===== config.mk =====
export PLATFORM = sky130hd
export DESIGN_NAME = truth_table_scanner
export DESIGN_NICKNAME = d
export VERILOG_FILES = /design/src/rtl/truth_table_scanner_pkg.sv /design/src/rtl/truth_table_scanner_settle_timer.sv /design/src/rtl/truth_table_scanner.sv
export SDC_FILE = /design/constraint.sdc
export NUM_CORES = 1
export LEC_CHECK = 0
export ABC_AREA = 1
export CAP_MARGIN = 20
export CORE_MARGIN = 5
export CORE_UTILIZATION = 53
export DETAILED_ROUTE_END_ITERATION = 16
export PLACE_DENSITY_LB_ADDON = 0.05
export SLEW_MARGIN = 0
export SYNTH_ARGS = -nofsm -noshare
export SYNTH_HDL_FRONTEND = slang
export SYNTH_HIERARCHICAL = 1
export SYNTH_SLANG_ARGS = --single-unit

===== constraint.sdc =====
create_clock -name clk -period 3.45 [get_ports clk]
set_input_delay 0.5175 -clock clk [delete_from_list [all_inputs] [get_ports clk]]
set_output_delay 0.5175 -clock clk [all_outputs]
set_load 0.02 [all_outputs]

===== src/rtl/truth_table_scanner_pkg.sv =====
// Shared types and sizes for the truth-table scanner.
package truth_table_scanner_pkg;

   localparam int unsigned NUM_VEC = 16;
   localparam int unsigned IDX_W   = 4;
   localparam int unsigned TABLE_W = 16;
   localparam int unsigned CNT_W   = 5;
   localparam int unsigned SET_W   = 4;

   typedef enum logic [2:0] {
      StIdle,
      StDrive,
      StSettle,
      StSample,
      StDone
   } state_t;

endpackage


===== src/rtl/truth_table_scanner_settle_timer.sv =====
// Loadable down-counter that times the settle window of each vector.
module settle_timer
   import truth_table_scanner_pkg::*;
(
   input  logic             clk,
   input  logic             rst_n,
   input  logic             i_load,
   input  logic [SET_W-1:0] i_load_val,
   input  logic             i_en,
   output logic             o_zero
);

   logic [SET_W-1:0] r_cnt;

   always_ff @(posedge clk or negedge rst_n) begin
      if (!rst_n) begin
         r_cnt <= '0;
      end else if (i_load) begin
         r_cnt <= i_load_val;
      end else if (i_en && (r_cnt != '0)) begin
         r_cnt <= r_cnt - 1'b1;
      end
   end

   assign o_zero = (r_cnt == '0);

endmodule


===== src/rtl/truth_table_scanner.sv =====
// Walks all 16 input vectors of a 4-input function, waits for it to settle and
// captures its output into a truth table with a running ones count.
module truth_table_scanner
   import truth_table_scanner_pkg::*;
#(
   parameter int unsigned SETTLE_CYC = 2
) (
   input  logic               clk,
   input  logic               rst_n,
   input  logic               start,
   input  logic               abort,
   input  logic               x,
   output logic               a,
   output logic               b,
   output logic               c,
   output logic               d,
   output logic               busy,
   output logic               done,
   output logic               aborted,
   output logic [TABLE_W-1:0] table_o,
   output logic [CNT_W-1:0]   ones_cnt
);

   // Timer is loaded with SETTLE_CYC-1 so that SETTLE spans exactly SETTLE_CYC cycles.
   localparam logic [SET_W-1:0] SettleLoad =
      (SETTLE_CYC == 0) ? '0 : SET_W'(SETTLE_CYC - 1);
   localparam logic [IDX_W-1:0] LastIdx = IDX_W'(NUM_VEC - 1);

   state_t             r_state;
   logic [IDX_W-1:0]   r_idx;
   logic [IDX_W-1:0]   r_vec;
   logic [TABLE_W-1:0] r_table;
   logic [CNT_W-1:0]   r_ones;
   logic               r_aborted;
   logic               w_busy;
   logic               w_zero;

   assign w_busy = (r_state == StDrive) || (r_state == StSettle) || (r_state == StSample);

   settle_timer u_settle_timer (
      .clk        (clk),
      .rst_n      (rst_n),
      .i_load     (r_state == StDrive),
      .i_load_val (SettleLoad),
      .i_en       (r_state == StSettle),
      .o_zero     (w_zero)
   );

   always_ff @(posedge clk or negedge rst_n) begin
      if (!rst_n) begin
         r_state   <= StIdle;
         r_idx     <= '0;
         r_vec     <= '0;
         r_table   <= '0;
         r_ones    <= '0;
         r_aborted <= 1'b0;
      end else if (abort && w_busy) begin
         // Abort beats any capture in the same cycle, including the final one.
         r_state   <= StIdle;
         r_vec     <= '0;
         r_aborted <= 1'b1;
      end else begin
         unique case (r_state)
            StIdle: begin
               if (start) begin
                  r_table   <= '0;
                  r_ones    <= '0;
                  r_aborted <= 1'b0;
                  r_idx     <= '0;
                  r_vec     <= '0;
                  r_state   <= StDrive;
               end
            end
            StDrive: begin
               r_state <= (SETTLE_CYC == 0) ? StSample : StSettle;
            end
            StSettle: begin
               if (w_zero) r_state <= StSample;
            end
            StSample: begin
               r_table[r_idx] <= x;
               if (x) r_ones <= r_ones + 1'b1;
               if (r_idx == LastIdx) begin
                  r_vec   <= '0;
                  r_state <= StDone;
               end else begin
                  r_idx   <= r_idx + 1'b1;
                  r_vec   <= r_idx + 1'b1;
                  r_state <= StDrive;
               end
            end
            StDone: begin
               r_state <= StIdle;
            end
            default: begin
               r_state <= StIdle;
            end
         endcase
      end
   end

   assign {a, b, c, d} = r_vec;
   assign busy         = w_busy;
   assign done         = (r_state == StDone);
   assign aborted      = r_aborted;
   assign table_o      = r_table;
   assign ones_cnt     = r_ones;

endmodule


==> reports/summary.txt, run 1 <==
postcts setup bufs - 0
share of cells above drive strength 1 - 5.81%
area of the multi-input gates - 1010 sq um
crit path max fanout - 5
initial antenna violation count - 0
worst min-delay path category - reg -> reg
drt initial violations - 87
Fin. Hold Viols - 0
flop-to-flop setup slack - 1.59 ns
via count - 1933
first-pass GRT wire length - 8.16 mm
Clk Latency, worst-skew pair - 0.28 ns
Initial Util - 54.2%
layout net count - 354
Post-CTS Resized - 0
die area - 5400 sq um
CTS tree - yes
Finished Core Util - 65.2%
CP endpoint kind - output port
Ys Warns - 6
CP Capture Point - done
Max-Cap Viols - 0
port bufs - 32
worst slack at placement - 1.18 ns
hpwl dp - 3.18 mm
Die W - 73.5 um
Clock transition at path regs - 0.06 ns
post-synth cell types - 24
CTS buffer count - 5
cell count after placement - 386
RR Startpoint - r_state[0]
H-Tree Depth - 2
fill cell count - 378
Slew headroom - 48.5%
Cell Area, Synth - 2140 sq um
Core ar. - 3940 sq um
r2r worst-path depth - 6
Non-Filler Instances - 394
Pleak - 1.45 nW
WS Path Type - reg -> out
RR Endpoint - ones_cnt[1]
Syn Area/Cell - 6.92 sq um
total negative slack - 0 ns
CTS hold repair buffers - 0
largest net degree at the start of global routing - 38
Longest Clk Path Bufs - 2
register area - 926 sq um
crit path launch type - flop
ANT nets after route - 0
Post-Synthesis Cells - 309
drt drc - 0
wire per inst - 11.2 um
hold_sp - r_vec[1]
1st-pass router iterations - 4
IO Pins - 33
Min Hold Slack - 0.472 ns
Ant. Diodes - 0
Worst Path Required - 2.93 ns
vias in the first global route - 1911
Finish-stage setup viols - 0
Area growth syn-to-layout - 20.3%
Rows - 23
clk root buf - clkbuf_8
Die Height - 73.5 um
Final Max Tran Viols - 0
Worst Tran Pin Value - 0.771 ns
GRT overflow - 0
PnR worst setup slack - 1.34 ns
fin crit period - 2.11 ns
RSZ-0062 raised after global routing - false
Yosys reg bits - 37
clock sink total - 37
CP startpoint - r_state[0]
Setup Skew - 0.00415 ns
Tcrit/Tclk final - 61.3%
Worst EP arrival - 1.60 ns
post-synthesis sequential area ratio - 43.3%
Pwr Density - 637 nW/um^2
Final GP Congestion - 0.814
Total GRT Usage - 19.2%
Via density - 4.91
fmax - 473 MHz
WL final - 4.42 mm
outcome - complete, no violations
Max VDD drop - 305 uV
-- cells in the mapped netlist --
cell / count / area (sq um)
ha_1: 6 / 75.1
xor2_1: 1 / 8.76
inv_2: 4 / 15.0
nor3_1: 3 / 15.0
nand3b_1: 2 / 15.0
clkinv_1: 1 / 3.75
nand3_2: 2 / 20.0
dfrtp_1: 37 / 926
nand2_4: 1 / 11.3
buf_4: 3 / 22.5
conb_1: 2 / 7.51
o21a_1: 1 / 7.51
nand4_1: 1 / 6.26
inv_1: 37 / 139
o211ai_1: 2 / 15.0
buf_2: 6 / 30.0
nand2_1: 142 / 533
a22oi_1: 1 / 7.51
o21ai_0: 2 / 10.0
nand3_1: 35 / 175
o21bai_1: 1 / 7.51
nor2_2: 4 / 25.0
nor2_1: 13 / 48.8
nand2_2: 2 / 12.5
-- layer usage --
| metal | part of all wire [%] | global-route usage [%] |
|---|---|---|
| met5 | 0 | 0 |
| met2 | 47 | 30.6 |
| met3 | 3.8 | 4.65 |
| met1 | 47 | 25.0 |
| met4 | 1.6 | 7.85 |
-- area by class of cell --
cell class	count	area share [%]
multi-input cells	223	39.2
inverters	42	6.13
flip-flops and latches	37	36.0
clock buffers	8	3.12
well taps	50	2.43
repair buffers	34	13.0
-- cell families (layout without fill, tap and decap cells) --
logic type | count (synthesis) | in the layout | synth area share (%)
and+or+nand+nor | 205 | 205 | 40.3
AOI/OAI and AO/OA | 7 | 7 | 2.23
adders and majority gates | 6 | 6 | 3.51
DFF | 37 | 37 | 43.3
xor gates and xnor gates | 1 | 1 | 0.410
buffers and inverters | 51 | 84 | 9.84
other | 2 | 4 | 0.351
-- placed cells by master (no fill, tap or decap) --
cell | Yosys | layout
nand2_1 | 142 | 142
inv_1 | 37 | 37
dfrtp_1 | 37 | 37
nand3_1 | 35 | 35
clkdlybuf4s50_1 | 0 | 32
nor2_1 | 13 | 13
ha_1 | 6 | 6
clkbuf_8 | 0 | 5
inv_2 | 4 | 4
nor2_2 | 4 | 4
conb_1 | 2 | 4
nor3_1 | 3 | 3
clkbuf_1 | 0 | 3
nand3_2 | 2 | 2
o211ai_1 | 2 | 2
buf_4 | 3 | 2
nand2_2 | 2 | 2
nand3b_1 | 2 | 2
o21ai_0 | 2 | 2
a22oi_1 | 1 | 1
nand4_1 | 1 | 1
xor2_1 | 1 | 1
o21bai_1 | 1 | 1
o21a_1 | 1 | 1
nand2_4 | 1 | 1
clkinv_1 | 1 | 1
-- flip-flops by register name, summed over array words and instances (netlist names) --
register and cells:
table_o 16, ones_cnt 5, r_idx 4, r_vec 4, u_settle_timer/r_cnt 4, r_state 3
aborted 1
-- worst max-delay path: stages, from the launching register on --
cell             delay (ns)
dfrtp_1                0.43
inv_1                  0.11
nand2_1                0.08
nor2_1                 0.09
clkdlybuf4s50_1        0.60
-- metrics by stage --
step                      instance area, sq um  total power [mW]
final                                     2570              1.64
after CTS                                 2570              1.66
after floorplan                           2140              1.16
after detailed placement                  2490              1.37
after global routing                      2570              1.80
after global placement                    2490              1.35
-- worst min-delay path by stage --
| stage | depth (start not counted) | endpoint | slack, ns |
|---|---|---|---|
| global placement | 2 | r_vec[2] | 0.46 |
| finish | 2 | r_vec[1] | 0.47 |
| CTS | 2 | table_o[1] | 0.48 |
| floorplan | 0 | aborted | 0.22 |
| global route | 2 | r_vec[1] | 0.50 |
| detailed placement | 2 | table_o[1] | 0.46 |
-- power by group --
part / internal, mW / total [mW] / switching (mW)
combinational: 0.278 / 0.762 / 0.484
clock: 0.143 / 0.284 / 0.140
sequential: 0.513 / 0.592 / 0.0793
total: 0.935 / 1.64 / 0.703
No activity file was read; power rests on OpenSTA's default activity.
==> run 2: changes to the inputs <==
- clock period: 3.45 -> 2.1 ns (I/O delays scaled with it)
==> run 2 against run 1 <==
Critical path depth did not move. Clock power rose by 90%. Cell area rose by 2.2%. Via count fell by 1.1%. Flip-flop and latch count did not move. Worst setup slack got worse by 1.2 ns. Largest power group unchanged.
==> reports/summary.txt, run 2 (synthesis results as in run 1) <==
port bufs - 32 (unchanged)
Longest Clk Path Bufs - 2 (unchanged)
Finished Core Util - 66.6% (+1.4 points)
drt initial violations - 133 (+53%)
H-Tree Depth - 2 (unchanged)
outcome - complete, no violations
Initial Util - 54.2% (unchanged)
1st-pass router iterations - 4 (unchanged)
Worst EP arrival - 1.61 ns (about the same)
RSZ-0062 raised after global routing - false
crit path launch type - flop
Setup Skew - 0.00741 ns (+0.00326 ns)
fin crit period - 1.93 ns
Pwr Density - 1070 nW/um^2 (+68%)
ANT nets after route - 0 (unchanged)
wire per inst - 10.9 um (-3.1%)
Finish-stage setup viols - 0 (unchanged)
Final GP Congestion - 0.772 (-5.2%)
via count - 1911 (-1.1%)
Area growth syn-to-layout - 22.9%
Die Height - 73.5 um (unchanged)
fmax - 519 MHz
Min Hold Slack - 0.448 ns (-0.0243 ns)
Post-CTS Resized - 0 (unchanged)
drt drc - 0 (unchanged)
vias in the first global route - 1825 (-4.5%)
worst min-delay path category - in -> async
share of cells above drive strength 1 - 7.49% (+1.7 points)
Max VDD drop - 625 uV (+100%)
total power draw - 2.81 mW (+72%)
Tcrit/Tclk final - 91.8%
Die W - 73.5 um (unchanged)
largest net degree at the start of global routing - 38 (unchanged)
postcts setup bufs - 0 (unchanged)
Clock transition at path regs - 0.07 ns (about the same)
die area - 5400 sq um (unchanged)
initial antenna violation count - 0 (unchanged)
Pleak - 1.49 nW (+2.3%)
clk root buf - clkbuf_8
layout net count - 357 (+0.85%)
Max-Cap Viols - 0 (unchanged)
CP endpoint kind - output port
Worst Tran Pin Value - 0.597 ns (-0.175 ns)
crit path max fanout - 5 (unchanged)
Clk Latency, worst-skew pair - 0.29 ns (about the same)
WS Path Type - reg -> out
total negative slack - 0 ns (unchanged)
Total GRT Usage - 18.6% (-0.60 points)
Final Max Tran Viols - 0 (unchanged)
clock sink total - 37 (unchanged)
Worst Path Required - 1.78 ns (-1.15 ns)
max reg flops - 16 (unchanged)
Core ar. - 3940 sq um (unchanged)
Ant. Diodes - 0 (unchanged)
commonest non-fill, non-tap cell in the layout - nand2_1
Fin. Hold Viols - 0 (unchanged)
CTS hold repair buffers - 0 (unchanged)
Slew headroom - 59.9% (+11 points)
GRT overflow - 0 (unchanged)
Via density - 4.81 (-1.9%)
hpwl dp - 3.15 mm (-1.1%)
first-pass GRT wire length - 7.87 mm (-3.5%)
CTS tree - yes
WL final - 4.31 mm (-2.4%)
fill cell count - 360 (-4.8%)
IO Pins - 33 (unchanged)
CTS buffer count - 5 (unchanged)
most frequent cells in the layout - 142 x nand2_1, 37 x inv_1, 37 x dfrtp_1
Rows - 23 (unchanged)
-- run 2: cell count changes in the layout (fill, tap and decap cells not counted), sizes merged --
cell and delta:
clkbuf -1, clkinv +1, buf +3
-- run 2: per-layer routing --
layer  track usage [%]  wire [um]  share of wire (%)  vias to the layer above
li1                  -          -                  -                     1008
met1              23.5       1970                 46                      861
met2              30.2       2080                 48                       36
met4              7.24         46                1.1                        0
met3              5.06        213                4.9                        6
met5                 0          0                  0                        -
-- run 2: path summary, 6_finish.rpt --
check                            from    endpoint  slack [ns]  cells after the start
max reg2reg                r_state[2]    r_idx[3]        0.52                      6
max                        r_state[0]        done        0.17                      4
min in group clk           table_o[0]  table_o[0]        0.47                      2
max in group asynchronous       rst_n  table_o[5]        1.33                      2
min                             rst_n  table_o[0]        0.45                      2
min reg2reg                table_o[0]  table_o[0]        0.47                      2
-- run 2: power by group --
part           total (mW)  switching (mW)  internal (mW)
logic                1.31           0.804          0.504
clock network       0.539           0.242          0.296
registers           0.967           0.125          0.843
-- run 2: worst max-delay path, cell delays in order (launching register included) --
cell and delay (ns):
dfrtp_1 0.43, inv_1 0.12, nand2_1 0.09, nor2_1 0.09, clkdlybuf4s50_1 0.60
-- run 2: stage by stage --
step                cell area, sq um  cells  setup slack, ns
floorplan                       2140    311            0.573
global placement                2520    389            0.344
detailed placement              2520    389            0.336
CTS                             2630    397            0.158
global route                    2630    397           0.0844
finish                          2630    397            0.172
-- run 2: cell type report --
cell class,count,area (sq um),share of cell area (%)
Clock buffer,7,96.3,3.67
Clock inverter,1,5.00,0.191
Inverter,42,158,6.00
Multi-Input combinational cell,223,1010,38.4
Sequential cell,37,926,35.3
Tap cell,50,62.6,2.38
Timing Repair Buffer,37,370,14.1
==> run 3: changes to the inputs <==
- clock period: 2.1 -> 1.78 ns (I/O delays scaled with it)
==> run 3 against run 2 <==
Flip-flop and latch count unchanged. Clock skew fell by 0.0011 ns. Total power is 19% higher. Worst setup slack worse by 0.016 ns. Critical path type unchanged. Highest routed layer unchanged.
==> reports/summary.txt, run 3 (synthesis results as in run 1) <==
outcome - complete, no violations
worst-path cell chain - clkdlybuf4s50_1
WL final - 4.50 mm (+4.4%)
ANT nets after route - 0 (unchanged)
1st-pass router iterations - 4 (unchanged)
crit path launch type - flop
WS Path Type - reg -> out
Total GRT Usage - 19.6% (+0.98 points)
Setup Skew - 0.00635 ns (-0.00106 ns)
total negative slack - 0 ns (unchanged)
Clk pwr share - 19.2% (about the same)
Die Height - 73.5 um (unchanged)
Switching Share - 42.2% (+0.54 points)
die area - 5400 sq um (unchanged)
Die W - 73.5 um (unchanged)
CP endpoint kind - output port
H-Tree Depth - 2 (unchanged)
Clock transition at path regs - 0.07 ns (about the same)
wire per inst - 11.3 um (+3.6%)
Tcrit/Tclk final - 91.2%
initial antenna violation count - 0 (unchanged)
Sequential Power Share - 34.3% (about the same)
Core ar. - 3940 sq um (unchanged)
largest net degree at the start of global routing - 38 (unchanged)
vias in the first global route - 1873 (+2.6%)
via count - 1918 (+0.37%)
Worst Path Required - 1.51 ns (-0.27 ns)
port bufs - 32 (unchanged)
Rows - 23 (unchanged)
Final GP Congestion - 0.786 (+1.8%)
Top delay family on crit path - buffers and inverters
M2 GR Usage - 33.0% (+2.8 points)
most frequent cells in the layout - 142 x nand2_1, 37 x inv_1, 37 x dfrtp_1
CP max stage cell - clkdlybuf4s50_1
busiest grt layer - met2
fill cell count - 351 (-2.5%)
Max-Cap Viols - 0 (unchanged)
Finish-stage setup viols - 0 (unchanged)
clock sink total - 37 (unchanged)
Ant. Diodes - 0 (unchanged)
GR Layer Usage met3 - 4.79% (-0.27 points)
area of the multi-input gates - 1010 sq um (unchanged)
share of cells above drive strength 1 - 8.29% (+0.79 points)
final instance area - 2630 sq um (+0.29%)
CTS tree - yes
NetSw - 1.41 mW (+20%)
worst min-delay path category - in -> async
CTS buffer count - 5 (unchanged)
met1 usage - 24.6% (+1.1 points)
Max VDD drop - 696 uV (+11%)
crit path max fanout - 6 (+1)
GRT overflow - 0 (unchanged)
Longest Clk Path Bufs - 2 (unchanged)
Worst EP arrival - 1.36 ns (-0.25 ns)
Area after DPL - 2530 sq um (+0.40%)
max reg flops - 16 (unchanged)
Clk Latency, worst-skew pair - 0.29 ns (about the same)
Via density - 4.80 (-0.39%)
fin crit period - 1.62 ns
CTS hold repair buffers - 0 (unchanged)
CP Buf/Inv Count - 1 (-1)
RSZ-0062 raised after global routing - false
hpwl dp - 3.29 mm (+4.4%)
clk root buf - clkbuf_8
drt initial violations - 110 (-17%)
fmax - 616 MHz
commonest non-fill, non-tap cell in the layout - nand2_1
register area - 926 sq um (unchanged)
Logic pwr share - 46.5% (about the same)
Pleak - 1.50 nW (+1.1%)
IO Pins - 33 (unchanged)
layout net count - 360 (+0.84%)
Final Max Tran Viols - 0 (unchanged)
first-pass GRT wire length - 8.25 mm (+4.8%)
Area growth syn-to-layout - 23.2%
cell-internal power - 1.94 mW (+18%)
Initial Util - 54.2% (unchanged)
Fin. Hold Viols - 0 (unchanged)
crit-path max cell delay - 0.64 ns (+0.04 ns)
Pwr Density - 1270 nW/um^2 (+19%)
drt drc - 0 (unchanged)
## run 3: cell count changes in the layout (fill, tap and decap cells not counted), sizes merged
| cell | delta |
|---|---|
| buf | +3 |
| clkdlybuf4s50 | -2 |
| dlygate4sd2 | +2 |
## run 3: final cells by class
type	count	area share [%]
multi-input cells	223	38.3
repair buffers	40	14.3
flip-flops and latches	37	35.2
well taps	50	2.38
clock inverters	1	0.190
inverters	42	5.99
clock buffers	7	3.66
## run 3: path summary, 6_finish.rpt
| check | start | to | slack [ns] | depth (start not counted) |
|---|---|---|---|---|
| worst min register to register | r_vec[2] | r_vec[2] | 0.47 | 2 |
| max in group asynchronous | rst_n | table_o[5] | 1.06 | 2 |
| worst max register to register | r_idx[0] | r_vec[0] | 0.28 | 8 |
| min in group clk | r_vec[2] | r_vec[2] | 0.47 | 2 |
| worst max-delay path | ones_cnt[0] | ones_cnt[0] | 0.16 | 1 |
| worst min-delay path | rst_n | table_o[9] | 0.40 | 2 |
## run 3: worst reg2reg max path: stages (launching register included)
cell	delay (ns)
dfrtp_1	0.43
ha_1	0.26
nand2_1	0.09
nor2_1	0.21
inv_1	0.09
nand2_1	0.11
nor2_2	0.07
nand2_1	0.07
nand2_1	0.06
## run 3: metal layers
| layer | share of wire (%) | up-vias |
|---|---|---|
| met5 | 0 | - |
| met4 | 0.51 | 0 |
| met3 | 3.8 | 2 |
| met2 | 48 | 29 |
| met1 | 48 | 872 |
| li1 | - | 1015 |
## run 3: power by group through the flow
| stage | Combinational, mW | Clock (mW) | Sequential (mW) |
|---|---|---|---|
| final | 1.56 | 0.642 | 1.15 |
| after detailed placement | 1.57 | 0 | 1.16 |
| after global placement | 1.55 | 0 | 1.15 |
| after floorplan | 1.06 | 0 | 1.20 |
| after CTS | 1.57 | 0.663 | 1.15 |
| after global routing | 1.77 | 0.708 | 1.17 |
## run 3: through the flow
stage               power (mW)  instances  setup WS (ns)  utilization, %  hold WS, ns
global route              3.66        400         0.0817            66.8        0.441
CTS                       3.38        400          0.139            66.8        0.412
detailed placement        2.73        392          0.204            64.3        0.458
floorplan                 2.26        311          0.253               -      -0.0286
global placement          2.70        392          0.224            64.3        0.455
finish                    3.35        400          0.157            66.8        0.400
## run 3: what timing repair did
item	in CTS	in global routing
setup endpoints to repair	2	0
resized for setup	2	0
setup buffers	0	0
